File: src/rtl/access_enable_reader_pkg.sv
// rtl/access_enable_reader_pkg.sv - shared types and constants for the access-enable reader
//
// Purpose : occupancy state encoding and store depth used by the reader top
//           and its storage sub-module.
package access_enable_reader_pkg;

  localparam int DEPTH = 2;

  // Encoding equals the number of stored entries, so the state register
  // doubles as the occupancy output.
  typedef enum logic [1:0] {
    ST_EMPTY = 2'd0,
    ST_ONE   = 2'd1,
    ST_TWO   = 2'd2
  } occ_state_e;

endpackage

File: src/rtl/access_enable_reader_storage.sv
// rtl/access_enable_reader_storage.sv - 2-entry register file for the access-enable reader
//
// Purpose : holds up to DEPTH words between the source pop and the stream
//           transfer. One write port, one asynchronous read port.
// Ports   : i_clock, i_resetn      clock, asynchronous active-low reset
//           i_wr_en/i_wr_ptr/i_wr_data  write port
//           i_rd_ptr, o_rd_data    read port (combinational)
import access_enable_reader_pkg::*;

module access_enable_reader_storage #(
  parameter int WIDTH = 8
) (
  input  logic             i_clock,
  input  logic             i_resetn,
  input  logic             i_wr_en,
  input  logic             i_wr_ptr,
  input  logic [WIDTH-1:0] i_wr_data,
  input  logic             i_rd_ptr,
  output logic [WIDTH-1:0] o_rd_data
);

  logic [WIDTH-1:0] r_entry [DEPTH];

  always_ff @(posedge i_clock or negedge i_resetn) begin
    if (!i_resetn) begin
      for (int i = 0; i < DEPTH; i++) begin
        r_entry[i] <= '0;
      end
    end else if (i_wr_en) begin
      r_entry[i_wr_ptr] <= i_wr_data;
    end
  end

  assign o_rd_data = r_entry[i_rd_ptr];

endmodule

File: src/rtl/access_enable_reader.sv
// rtl/access_enable_reader.sv - drains an access-enable source into a valid/ready stream
//
// Purpose : pops a read_enable/empty/read_data source into a 2-entry store and
//           presents the store head as a valid/ready stream. The pop request
//           depends only on registered state and source_empty, never on
//           output_ready.
// Ports   : clock, resetn                      clock, asynchronous active-low reset
//           source_empty, source_read_enable,
//           source_read_data                   access-enable source side
//           output_valid, output_ready,
//           output_data                        stream side
//           occupancy                          entries held (0..2)
// Build   : ACCESS_ENABLE_READER_BYPASS_EN adds a zero-latency path from the
//           source to the output while the store is empty.
import access_enable_reader_pkg::*;

module access_enable_reader #(
  parameter int WIDTH = 8
) (
  input  logic             clock,
  input  logic             resetn,
  input  logic             source_empty,
  output logic             source_read_enable,
  input  logic [WIDTH-1:0] source_read_data,
  output logic             output_valid,
  input  logic             output_ready,
  output logic [WIDTH-1:0] output_data,
  output logic [1:0]       occupancy
);

  occ_state_e       r_state;
  occ_state_e       w_state_nxt;
  logic             r_rd_ptr;
  logic             r_wr_ptr;
  logic             w_has_data;
  logic             w_bypass;
  logic             w_push;
  logic             w_pop;
  logic [WIDTH-1:0] w_store_data;

  assign w_has_data         = (r_state != ST_EMPTY);
  assign source_read_enable = resetn & ~source_empty & (r_state != ST_TWO);

`ifdef ACCESS_ENABLE_READER_BYPASS_EN
  // Source head is offered directly while nothing is stored; resetn keeps
  // the output quiet during reset even though the source may be non-empty.
  assign w_bypass = resetn & ~w_has_data & ~source_empty;
`else
  assign w_bypass = 1'b0;
`endif

  // A bypassed word accepted in the same cycle never enters the store.
  assign w_push = source_read_enable & ~(w_bypass & output_ready);
  assign w_pop  = w_has_data & output_ready;

  assign output_valid = w_has_data | w_bypass;
  assign output_data  = w_has_data ? w_store_data :
                        (w_bypass ? source_read_data : '0);
  assign occupancy    = r_state;

  always_comb begin
    w_state_nxt = r_state;
    unique case (r_state)
      ST_EMPTY: if (w_push) w_state_nxt = ST_ONE;
      ST_ONE: begin
        if (w_push && !w_pop)      w_state_nxt = ST_TWO;
        else if (!w_push && w_pop) w_state_nxt = ST_EMPTY;
      end
      ST_TWO:   if (w_pop) w_state_nxt = ST_ONE;
      default:  w_state_nxt = ST_EMPTY;
    endcase
  end

  always_ff @(posedge clock or negedge resetn) begin
    if (!resetn) begin
      r_state  <= ST_EMPTY;
      r_rd_ptr <= 1'b0;
      r_wr_ptr <= 1'b0;
    end else begin
      r_state <= w_state_nxt;
      if (w_push) r_wr_ptr <= ~r_wr_ptr;
      if (w_pop)  r_rd_ptr <= ~r_rd_ptr;
    end
  end

  access_enable_reader_storage #(
    .WIDTH (WIDTH)
  ) u_storage (
    .i_clock   (clock),
    .i_resetn  (resetn),
    .i_wr_en   (w_push),
    .i_wr_ptr  (r_wr_ptr),
    .i_wr_data (source_read_data),
    .i_rd_ptr  (r_rd_ptr),
    .o_rd_data (w_store_data)
  );

endmodule
File: config.mk
export PLATFORM = sky130hd
export DESIGN_NAME = access_enable_reader
export DESIGN_NICKNAME = d
export VERILOG_FILES = /design/src/rtl/access_enable_reader_pkg.sv /design/src/rtl/access_enable_reader_storage.sv /design/src/rtl/access_enable_reader.sv
export SDC_FILE = /design/constraint.sdc
export NUM_CORES = 1
export LEC_CHECK = 0
export ABC_AREA = 1
export BUFFER_PORTS_ARGS = -buffer_cell sky130_fd_sc_hd__buf_2
export CORE_MARGIN = 2
export CORE_UTILIZATION = 54
export DETAILED_ROUTE_END_ITERATION = 16
export PLACE_DENSITY = 0.77
export SLEW_MARGIN = 20
export SYNTH_ARGS = -nofsm -noshare
export SYNTH_HDL_FRONTEND = slang
export SYNTH_SLANG_ARGS = --single-unit
File: constraint.sdc
create_clock -name clock -period 3.2 [get_ports clock]
set_clock_uncertainty 0.2 [all_clocks]
set_input_delay 0.16 -clock clock [delete_from_list [all_inputs] [get_ports clock]]
set_output_delay 0.16 -clock clock [all_outputs]
set_load 0.005 [all_outputs]
==> results of run 1 <==
-- power by group through the flow --
stage | clock, mW | combinational, mW | sequential [mW]
finish | 0.202 | 0.434 | 0.453
global route | 0.222 | 0.492 | 0.471
CTS | 0.208 | 0.436 | 0.453
detailed placement | 0 | 0.425 | 0.458
global placement | 0 | 0.408 | 0.457
floorplan | 0 | 0.303 | 0.427
-- worst reg2reg max path, stage by stage (launching register included) --
cell and delay (ns):
dfrtp_1 0.42, inv_1 0.11, nand2_1 0.23, nand2_1 0.20
nand3_1 0.09, nand2_1 0.07, inv_1 0.04
-- cell families (layout without fill, tap and decap cells) --
logic type / count (synthesis) / count (layout)
simple gates: 50 / 50
compound gates: 24 / 24
flops: 20 / 20
buf+inv: 19 / 53
xor+xnor: 1 / 1
-- final cells by class --
type,count,share of cell area (%)
sequential,20,41.0
clock buffer,3,1.84
tap,17,1.74
inverter,16,4.92
timing repair buffer,33,17.6
clock inverter,1,2.46
multi-input combinational,75,30.4
-- state kept, by name, summed over array words and instances, names as in the netlist --
register / count
u_storage.r_entry: 16
occupancy: 2
r_rd_ptr: 1
r_wr_ptr: 1
-- worst max-delay path by stage --
stage / from / to / slack (ns) / cells past startpoint
2_1_floorplan: occupancy[0] / u_storage.r_entry[10] / 1.92 / 7
3_3_place_gp: resetn / u_storage.r_entry[8] / 1.53 / 8
3_5_place_dp: resetn / u_storage.r_entry[9] / 1.45 / 8
4_1_cts: resetn / source_read_enable / 1.16 / 7
5_1_grt: resetn / source_read_enable / 1.05 / 7
6_report: resetn / source_read_enable / 1.20 / 7
-- per-layer routing --
metal  global-route usage [%]  wire [um]  vias to the layer above
li1                         -          -                      421
met1                     27.2        923                      375
met2                     29.7        871                       25
met3                     3.57         86                        4
met4                     6.86         17                        0
met5                        0          0                        -
-- cells in the final DEF, fill, tap and decap left out, drive strengths merged --
cell | netlist | final
inv | 16 | 16
bufinv | 0 | 1
a21oi | 8 | 8
dlygate4sd3 | 0 | 10
nand2 | 43 | 43
and3b | 1 | 1
dfrtp | 20 | 20
buf | 3 | 23
xnor2 | 1 | 1
nand3 | 3 | 3
o21ai | 16 | 16
nor2 | 3 | 3
clkbuf | 0 | 3
-- timing repair --
action	CTS	global route
setup buffers	0	0
hold buffers	10	0
gates resized for setup	0	0
endpoints found under the hold margin	38	0
-- metrics by stage --
step,cell area (um^2),instances,util [%]
6_report,1220,165,72.3
5_1_grt,1220,165,72.3
4_1_cts,1220,165,72.3
3_5_place_dp,1070,151,63.3
3_3_place_gp,1070,151,63.3
2_1_floorplan,953,114,-
==> flow_summary.ini, run 1 <==
[outcome]
outcome = completed

[place]
gp_congestion = 0.738
port_buffers = 23
place_ws_ns = 1.45
hpwlAfterDp_um = 1300

[die]
die_h_um = 46.0
dieWidth_um = 46.0
core_area_um2 = 1690
rows = 15
start_util_pct = 56.4
die-area_um2 = 2120
ios = 24

[finish]
multi_input_area_um2 = 372
regArea_um2 = 500
area_delta_synth_final_pct = 28.1
fin_nets = 161
nFillCells = 126
post_route_cells_drive_above_1_share_pct = 23.0
n_antenna_cell = 0

[timing]
setup-violations-final = 0
hold_violations = 0
timing.final.ws_setup_ns = 1.20
fin_crit_sh_pct = 62.6
finalMaxSlewViolations = 0
rsz0062_at_grt = no
finalCriticalPeriod_ns = 2.00
worstMarginPinSlew_ns = 0.488
max_clock_freq_mhz = 500
timing.hold.ws_ns = 0.0942
slew-limit-headroom_pct = 67.5
tns_ns = 0

[power_and_ir_drop]
p_clk_share_pct = 18.6
p_leak_nw = 0.669
pwr_density_cell_nw_per_um2 = 892
p_int_uw = 687
pwr-share-comb_pct = 39.8
vdd_drop_max_uv = 559
switching_share_pct = 36.9
power_mw = 1.09
net-switching-power_uw = 402
p_seq_share_pct = 41.6

[clocking]
cts_num_sinks = 20
path_clk_slew_ns = 0.11
cts_root_buf = clkbuf_4
cts_tree = built
clock_path_buffers = 2
clk_latency_ns = 0.30
cts_buffers = 3
h-tree-depth = 1

[worst_setup_path]
worst-setup-path-type = input port to output pin
ff2ff_setup_slack_ns = 1.74
cp.required_ns = 2.84
end_kind = output pin
cpMaxStageDelayCell = dlygate4sd3_1
critPathTopFamily = buffers and inverters
reg2reg_from = occupancy[1]
path_buf_inv = 5
critPathArrivalTime_ns = 1.64
reg2reg_depth = 6
crit_chain = dlygate4sd3_1, buf_2, inv_1, nor2_4, nand2_4, inv_1, buf_2
max_stage_delay_ns = 0.52
r2r-end = occupancy[0]
start_kind = input port
cp_max_fo = 22

[yosys]
synthArstFlopShare_pct = 100
synthXorXnorAreaFrac_pct = 0.919
ys_ff_latch = 20
netlist_top_cells_count = nand2_1, dfrtp_1, inv_1
post-synth-top-area-fraction_pct = 52.5
synth_warnings = 0
synthTopCellsByArea = dfrtp_1, nand2_1, o21ai_0, inv_1, a21oi_1
synth_edf_count = 0
seq_area_frac_synth_pct = 52.5
synth_top_family_by_area = simple AND/OR/NAND/NOR gates
syn_avg_cell_area_um2 = 8.36
post-synth-top-count-cell = nand2_1
synthesis.area_um2 = 953
syn_inst = 114
synthSimpleGateAreaFrac_pct = 24.7
synthFlopType = dfrtp_1
yosysTopAreaCell = dfrtp_1
synth.distinct_cells = 15
synth_compound_area_share_pct = 13.4
synth_fa_ha_area_share_pct = 0
synth_fp_nets = 126
synth_mux_area_share_pct = 0

[drt]
wl_per_cell_um = 11.5
postRouteAntennaNets = 0
post-route-drc-count = 0
drt_iter0_markers = 24
first_pass_iters = 4
vias = 825
vias_per_cell = 5.00
routed_wl_um = 1900

[min_path]
hp-start = source_empty
holdPathStages = 5
worst_hold_path.endpoint = r_wr_ptr
hold_class = input port to flip-flop

[global_routing]
antenna_found_initial = 0
grt_max_degree = 23
grtUsageTotal_pct = 19.3
grt_pass1_vias = 676
grt_pass1_wl_um = 2850
overflow = 0

[flow_run]
cap_viol_max_count = 0
(Power assumes the default switching activity.)
==> run 2: changes to the inputs <==
CORE_UTILIZATION = 46   (was 54)
PLACE_DENSITY = 0.69   (was 0.77)
clock period = 1.6 ns   (was 3.2 ns; I/O delays follow)
==> run 2 against run 1 <==
Compared with the run above: the run now ends with negative setup slack left; clock-buffer cell count rose by 1; core utilization decreased by 6.1 points; register-to-register slack got worse by 1.6 ns; non-clock buffer count up 8; first-iteration DRC count decreased by 17%; critical path depth fell by 1; sequential power grew 99%; sequential cell count stayed put; cell count rose by 11%; global-route usage increased by 0.23 points; critical endpoint is now output_data[4].
==> flow_summary.ini, run 2 (same netlist as run 1, synthesis figures left out) <==
[outcome]
outcome = finished, violations left
violations = negative setup slack

[clocking]
cts_tree = built
cts_buffers = 3
path_clk_slew_ns = 0.12
cts_num_sinks = 20
clock_path_buffers = 2
h-tree-depth = 1
clk_latency_ns = 0.30
cts_root_buf = clkbuf_4

[global_routing]
grt_pass1_wl_um = 3710
grt_max_degree = 22
antenna_found_initial = 0
grtUsageTotal_pct = 19.6
grt_pass1_vias = 863
overflow = 0

[place]
hpwlAfterDp_um = 1420
place_ws_ns = 0.172
port_buffers = 23
gp_congestion = 0.811
place_area_um2 = 1100

[die]
core_area_um2 = 1960
ios = 24
die_h_um = 49.5
dieWidth_um = 49.5
start_util_pct = 48.6
die-area_um2 = 2450
rows = 16

[drt]
vias = 884
first_pass_iters = 4
routed_wl_um = 2200
vias_per_cell = 4.83
drt_iter0_markers = 20
post-route-drc-count = 0
wl_per_cell_um = 12.0
postRouteAntennaNets = 0

[finish]
regArea_um2 = 502
post_route_cells_drive_above_1_share_pct = 29.5
nFillCells = 166
fin_nets = 169
top_register = u_storage.r_entry
multi_input_area_um2 = 383
final_cell_mix = nand2_1, buf_2, dfrtp_1
mostFrequentLayoutCell = nand2_1
largest_reg_flops = 16
n_antenna_cell = 0
area_delta_synth_final_pct = 36.2
final_cell_area_um2 = 1300

[power_and_ir_drop]
pwr_density_cell_nw_per_um2 = 1760
vdd_drop_max_uv = 953
p_leak_nw = 0.703

[worst_setup_path]
cp_max_fo = 6
critPathArrivalTime_ns = 1.34
cp.required_ns = 1.32
start_kind = flip-flop
startpoint = occupancy[1]
worst-setup-path-type = flip-flop to output pin
reg2reg_from = occupancy[1]
end_kind = output pin
ff2ff_setup_slack_ns = 0.12
reg2reg_depth = 8

[timing]
fin_crit_sh_pct = 101
hold_violations = 0
slew-limit-headroom_pct = 82.2
setup-violations-final = 2
max_clock_freq_mhz = 619
tns_ns = -0.0185
rsz0062_at_grt = yes
worstMarginPinSlew_ns = 0.266
finalCriticalPeriod_ns = 1.62
finalMaxSlewViolations = 0
timing.final.ws_setup_ns = -0.0152

[min_path]
hold_class = input port to asynchronous set/reset pin

[flow_run]
cap_viol_max_count = 0
[run 2: cell types whose count changed in the layout (fill, tap and decap cells not counted), sizes merged]
cell         delta
dlygate4sd3     +1
clkbuf          +2
bufinv          -1
buf             +6
[run 2: worst paths after layout]
check	to
setup / recovery	output_data[4]
hold / removal	u_storage.r_entry[5]
setup reg to reg	occupancy[0]
hold reg to reg	u_storage.r_entry[8]
max in group asynchronous	r_rd_ptr
min in group clock	u_storage.r_entry[8]
[run 2: stage by stage]
step           power (mW)  cells  utilization [%]  hold WS, ns
4_1_cts              2.14    178             63.8       0.0987
3_5_place_dp         1.79    163             55.9       -0.109
6_report             2.28    183             66.2       0.0892
5_1_grt              2.47    183             66.2        0.129
3_3_place_gp         1.76    163             55.9       -0.100
2_1_floorplan        1.46    114                -       -0.416
[run 2: final cells by class]
cell class              instances  share of cell area, %
flip-flops and latches         20                   38.6
multi-input cells              75                   29.5
clock buffers                   4                   2.79
inverters                      16                   4.82
repair buffers                 41                   21.7
well taps                      27                   2.60
[run 2: worst max-delay path, cell delays in order (launching register included)]
cell	delay (ns)
dfrtp_1	0.41
inv_2	0.08
nand2_4	0.11
buf_6	0.13
o21ai_1	0.06
a21oi_1	0.11
buf_2	0.13
[run 2: power breakdown]
group / internal [mW] / switching [mW]
combinational: 0.495 / 0.583
clock: 0.139 / 0.162
sequential: 0.749 / 0.152
total: 1.38 / 0.896
[run 2: what timing repair did]
item,4_1_cts,5_1_grt
pin swaps,0,1
hold endpoints to repair,40,0
resized for setup,3,11
buffers inserted,0,5
hold buffers,11,0
endpoints found under the setup margin,8,9
[run 2: per-layer routing]
metal / share of wire [%] / wire length [um] / global-route usage [%]
met3: 2.4 / 52 / 3.94
met4: 2.1 / 46 / 6.94
met5: 0 / 0 / 0
met1: 46 / 1020 / 23.5
met2: 49 / 1090 / 34.4
==> run 3: changes to the inputs <==
CAP_MARGIN = 20   (was default)
CORE_UTILIZATION = 30   (was 46)
GPL_TIMING_DRIVEN = 0   (was default)
PLACE_DENSITY = 0.48   (was 0.69)
==> run 3 against run 2 <==
Compared with the run above: the run now ends clean; cell count up 13%; combinational power up 20%; fmax up 4.1%; hold slack worse by 0.035 ns; register-to-register slack about the same; sequential cell count unchanged; setup slack better by 0.064 ns; die area up 49%; first-iteration DRC count up 45%.
==> flow_summary.ini, run 3 (same netlist as run 1, synthesis figures left out) <==
[outcome]
outcome = completed

[power_and_ir_drop]
power_mw = 2.46
vdd_drop_max_uv = 589
pwr_density_cell_nw_per_um2 = 1760
p_leak_nw = 0.738

[place]
gp_congestion = 0.706
hpwlAfterDp_um = 1440
port_buffers = 23
dp.cells = 181

[timing]
finalMaxSlewViolations = 0
slew-limit-headroom_pct = 37.7
hold_violations = 0
rsz0062_at_grt = yes
finalCriticalPeriod_ns = 1.55
max_clock_freq_mhz = 645
fin_crit_sh_pct = 97.0
worstMarginPinSlew_ns = 0.931
setup-violations-final = 0

[worst_setup_path]
cp_max_fo = 5
end_kind = output pin
start_kind = flip-flop
reg2reg_from = occupancy[1]
crit_chain = inv_2, nand2_4, buf_6, o21ai_0, a21oi_1, buf_2
worst-setup-path-type = flip-flop to output pin
critPathArrivalTime_ns = 1.27
max_stage_delay_ns = 0.39
ff2ff_setup_slack_ns = 0.12
cpMaxStageDelayCell = dfrtp_1
cp.required_ns = 1.32
startpoint = occupancy[1]

[clocking]
cts_tree = built
h-tree-depth = 1
clock_path_buffers = 2
cts_root_buf = clkbuf_4
path_clk_slew_ns = 0.11
cts_buffers = 3
clk_latency_ns = 0.30
cts_num_sinks = 20

[finish]
regArea_um2 = 502
largest_reg_flops = 16
multi_input_area_um2 = 409
fin_cells = 206
area_delta_synth_final_pct = 46.5
mostFrequentLayoutCell = nand2_1
fin_nets = 175
top_register = u_storage.r_entry
n_antenna_cell = 0
post_route_cells_drive_above_1_share_pct = 36.4
final_cell_mix = nand2_1, buf_2, dfrtp_1
nFillCells = 298

[drt]
post-route-drc-count = 0
vias_per_cell = 4.26
wl_per_cell_um = 11.5
drt_iter0_markers = 29
postRouteAntennaNets = 0
vias = 878
first_pass_iters = 4
routed_wl_um = 2380

[die]
ios = 24
die-area_um2 = 3650
rows = 20
die_h_um = 60.4
dieWidth_um = 60.4
core_area_um2 = 3030
start_util_pct = 31.5

[flow_run]
cap_viol_max_count = 0

[global_routing]
overflow = 0
grt_pass1_vias = 789
grt_pass1_wl_um = 3710
antenna_found_initial = 0
grtUsageTotal_pct = 14.1
grt_max_degree = 21

[min_path]
hp-start = resetn
hold_class = input port to flip-flop
[run 3: cell count changes in the layout (fill, tap and decap cells not counted), sizes merged]
cell	change
buf	+7
clkbuf	-1
[run 3: final timing paths]
check	cells past startpoint	endpoint
max	6	output_data[6]
min in group asynchronous	2	u_storage.r_entry[11]
max in group asynchronous	2	r_rd_ptr
min	4	occupancy[1]
max reg2reg	6	u_storage.r_entry[7]
min reg2reg	2	u_storage.r_entry[14]
[run 3: cell type report]
type,instances,share of cell area [%]
plain buffers,3,2.15
clock buffers,4,2.60
inverters,16,4.30
multi-input cells,75,29.3
flip-flops and latches,20,35.9
well taps,44,3.94
repair buffers,44,21.8
[run 3: per-stage QoR]
step | TNS [ns] | util, % | worst slack, ns | cell area (um^2) | hold WS, ns
detailed placement | -2.03 | 37.1 | -0.176 | 1120 | -0.121
finish | 0 | 46.1 | 0.0486 | 1400 | 0.0545
global route | -0.210 | 46.1 | -0.0528 | 1400 | 0.0670
CTS | 0 | 44.1 | 0.0135 | 1340 | 0.0423
global placement | -1.75 | 37.1 | -0.167 | 1120 | -0.122
floorplan | 0 | - | 0.325 | 953 | -0.416
[run 3: timing repair]
item | CTS | global route
hold endpoints to repair | 40 | 0
cloned | 1 | 0
hold buffers | 11 | 0
setup buffers | 5 | 4
pin swaps | 0 | 2
endpoints found under the setup margin | 8 | 16
gates resized for setup | 10 | 14
[run 3: worst max-delay path: cells and delay by family (launching register included)]
family	cells	cell delay, ns
AND/OR/NAND/NOR	1	0.08
flip-flops	1	0.39
AO/OA/AOI/OAI	2	0.19
buffers and inverters	3	0.31
[run 3: routing by layer]
| layer | track usage (%) | vias to the layer above | part of all wire [%] |
|---|---|---|---|
| li1 | - | 452 | - |
| met1 | 18.7 | 408 | 49 |
| met2 | 23.1 | 16 | 48 |
| met3 | 1.92 | 2 | 2.1 |
| met4 | 5.71 | 0 | 1.1 |
| met5 | 0 | - | 0 |
[run 3: power by group]
part	leakage, nW	switching (mW)	total, mW	internal, mW
combinational	0.471	0.684	1.30	0.615
sequential	0.245	0.120	0.869	0.749
clock	0.0210	0.157	0.295	0.139
total	0.738	0.961	2.46	1.50
